<file path="src/rtl/axi_ad9364_sat_cnt.sv">
// Saturating up-counter; clear has priority over increment and the count
// holds at all-ones instead of wrapping.
module axi_ad9364_sat_cnt #(
  parameter int W = 16
) (
  input  logic         clk,
  input  logic         rst,
  input  logic         clr,
  input  logic         inc,
  output logic [W-1:0] cnt
);

  logic [W-1:0] cnt_p1;

  always_ff @(posedge clk) begin
    if (rst) begin
      cnt_p1 <= '0;
    end else if (clr) begin
      cnt_p1 <= '0;
    end else if (inc && (cnt_p1 != {W{1'b1}})) begin
      cnt_p1 <= cnt_p1 + {{(W-1){1'b0}}, 1'b1};
    end
  end

  assign cnt = cnt_p1;

endmodule

</file>
<file path="config.mk">
export PLATFORM = sky130hd
export DESIGN_NAME = axi_ad9364_sat_cnt
export DESIGN_NICKNAME = d
export VERILOG_FILES = /design/src/rtl/axi_ad9364_sat_cnt.sv
export SDC_FILE = /design/constraint.sdc
export NUM_CORES = 1
export LEC_CHECK = 0
export BUFFER_PORTS_ARGS = -buffer_cell sky130_fd_sc_hd__buf_2
export CAP_MARGIN = 20
export CORE_MARGIN = 2
export CORE_UTILIZATION = 52
export CTS_CLUSTER_DIAMETER = 50
export DETAILED_ROUTE_END_ITERATION = 12
export PLACE_DENSITY = 0.77
export SETUP_SLACK_MARGIN = 0.05
export SYNTH_ARGS = -nofsm -noshare
export SYNTH_HDL_FRONTEND = slang
export SYNTH_SLANG_ARGS = --single-unit
</file>
<file path="constraint.sdc">
create_clock -name clk -period 2.1 [get_ports clk]
set_clock_uncertainty 0.1 [all_clocks]
set_input_delay 0.105 -clock clk [delete_from_list [all_inputs] [get_ports clk]]
set_output_delay 0.105 -clock clk [all_outputs]
set_load 0.05 [all_outputs]
</file>
==> metrics.txt <==
die width 46.00 µm; largest net degree at the start of global routing 13; CP Launch Point cnt[13]; root buf cell clkbuf_4; worst slew pin tran 0.4595 ns; drt first pass iters 4; DIE AREA 2116 µm²; post-synthesis cell type count 36; CTS tree done; Peak VDD IR 0.3369 mV; yosys warns 0; share of cells above drive strength 1 29.75%; core area 1689 µm²; worst-path maximum fanout 12; Seq/Total Area, Yosys 34.92%; Max Fclk 0.5637 GHz; Clock Latency Late Sink 0.29 ns; # setup viols final 0; Initial DRC Count 24; worst setup path class flip-flop to flip-flop; # IOs 20; P&R area growth vs syn 12.82%; Placed Instances 134; #FFs+latches synth 16; Yosys top cell area share 34.92%; Pwr Density 526.9 nW/µm²; max reg flops 16; Clock Path Buffers 2; Crit. End Element flip-flop; RSZ-0062 raised after global routing no; Critical Path AT 1.85 ns; TritonCTS Buffers 3; Diodes inserted 0; Avg Cell Area, Syn 8.991 µm²; DRT Wirelength 1.909 mm; Post-DP HPWL 1.401 mm; clock slew at reported path FFs 0.10 ns; Hold Path Class input port to flip-flop; Post-synth EDFFs 0; WL per Instance 13.83 µm; ranking of synthesized cells by area dfxtp_1, mux2i_1, nand2_1, a21oi_1, a31oi_1; Post-CTS Hold Fix Bufs 0; Worst setup SP type flip-flop; vias in the first global route 730; syn_nets 107; Pwr Total 0.5452 mW; async set-reset flop share out of synthesis 0%; fin util 61.26%; IO Port Bufs 19; vias per cell 6.319; Max Cap Violations 0; area leader, netlist dfxtp_1; crit path time final 1.774 ns; synthesized area 917.1 µm²; row count 15; worst hold slack 0.04399 ns; CTS Sinks 16; postcts setup bufs 0; Non-Filler Instances 138; net total in the final layout 127; GP Congestion 0.8540; drc violations 0; DRT antenna net count 0; Max Slew Vio Count 0; r2r worst-path depth 4; CTS H-Tree Depth 1; gr ovfl total 0; Die Y 46.00 µm; worst r2r src cnt[13]; Top FF cell, synth dfxtp_1; CTS resizes 0; status finished, final reports clean; initial antenna violation count 0; initial core utilization 54.30%; Final Hold Vio Count 0; Post-Syn Instances 102; GRT Overall Usage 20.92%; Reg-to-Reg End cnt[1]; Slew HR 69.27%; top-count cell post-synth dfxtp_1; Lkg Pwr 0.4295 nW; CP required 2.17 ns; Layout fillers 147; final worst path period share 84.47%; final setup TNS 0 ns; via count 872; Setup crit end cnt[1]; first-pass GRT wire length 3.208 mm; Synth top cells by count dfxtp_1, nand2_1, a21oi_1, mux2i_1, nand3_1; Register-to-Register Setup Slack 0.33 ns
[metal layers]
| layer | vias to the layer above | global-route usage (%) | wire (µm) |
|---|---|---|---|
| li1 | 428 | - | - |
| met1 | 402 | 29.33 | 916 |
| met2 | 37 | 31.39 | 829 |
| met3 | 5 | 3.571 | 125 |
| met4 | 0 | 8.571 | 38 |
| met5 | - | 0 | 0 |
[layout by cell type, fill, tap and decap left out, drive strengths merged]
cell,n
inv,1
nand4,4
a21boi,1
and3,6
or2,1
mux2i,6
a41o,1
ha,1
a2111o,2
a311oi,1
and2,4
dfxtp,16
o21ai,6
a31oi,4
buf,20
and4,1
or3,7
o2111a,1
o2111ai,1
nor2,2
nand2,13
a211oi,4
a21oi,6
nor3,3
nand3,5
clkbuf,4
[layout make-up]
class	instances	area (µm²)	share of cell area [%]
Clock buffer	4	36.28	3.507
Inverter	1	3.754	0.3628
Multi-Input combinational cell	80	550.5	53.20
Sequential cell	16	320.3	30.96
Tap cell	17	21.27	2.056
Timing Repair Buffer	20	102.6	9.915
[worst max-delay path, stage by stage (launching register included)]
cell      delay [ns]
dfxtp_1         0.48
nand4_4         0.18
nor3_4          0.46
a21boi_0        0.26
mux2i_1         0.16
[worst min path at each step]
stage,startpoint,to,slack (ns),cells after the start
2_1_floorplan,rst,cnt[0],0.18,2
3_3_place_gp,rst,cnt[15],0.35,3
3_5_place_dp,rst,cnt[13],0.36,3
4_1_cts,rst,cnt[13],0.05,3
5_1_grt,rst,cnt[9],0.05,3
6_report,rst,cnt[13],0.04,3
[kinds of logic (layout without fill, tap and decap cells)]
| family | count (synthesis) | after routing | share of synthesized area (%) |
|---|---|---|---|
| flip-flops | 16 | 16 | 34.93 |
| AND/OR/NAND/NOR | 46 | 46 | 31.51 |
| multiplexers | 6 | 6 | 6.549 |
| buffers and inverters | 6 | 25 | 5.047 |
| adder cells (fa/ha/maj) | 1 | 1 | 1.364 |
| AO/OA/AOI/OAI | 27 | 27 | 20.60 |
[metrics by stage]
step | instance area (µm²) | setup WS, ns
after floorplan | 917.1 | 0.1595
after global placement | 998.5 | 0.3976
after detailed placement | 998.5 | 0.3775
after CTS | 1035 | 0.3541
after global routing | 1035 | 0.1930
final | 1035 | 0.3261
[where the power goes]
part / total, mW / internal, mW / switching [mW]
Clock: 0.210 / 0.106 / 0.104
Combinational: 0.0288 / 0.0102 / 0.0186
Sequential: 0.306 / 0.305 / 0.00180
No activity file was read; power rests on OpenSTA's default activity.
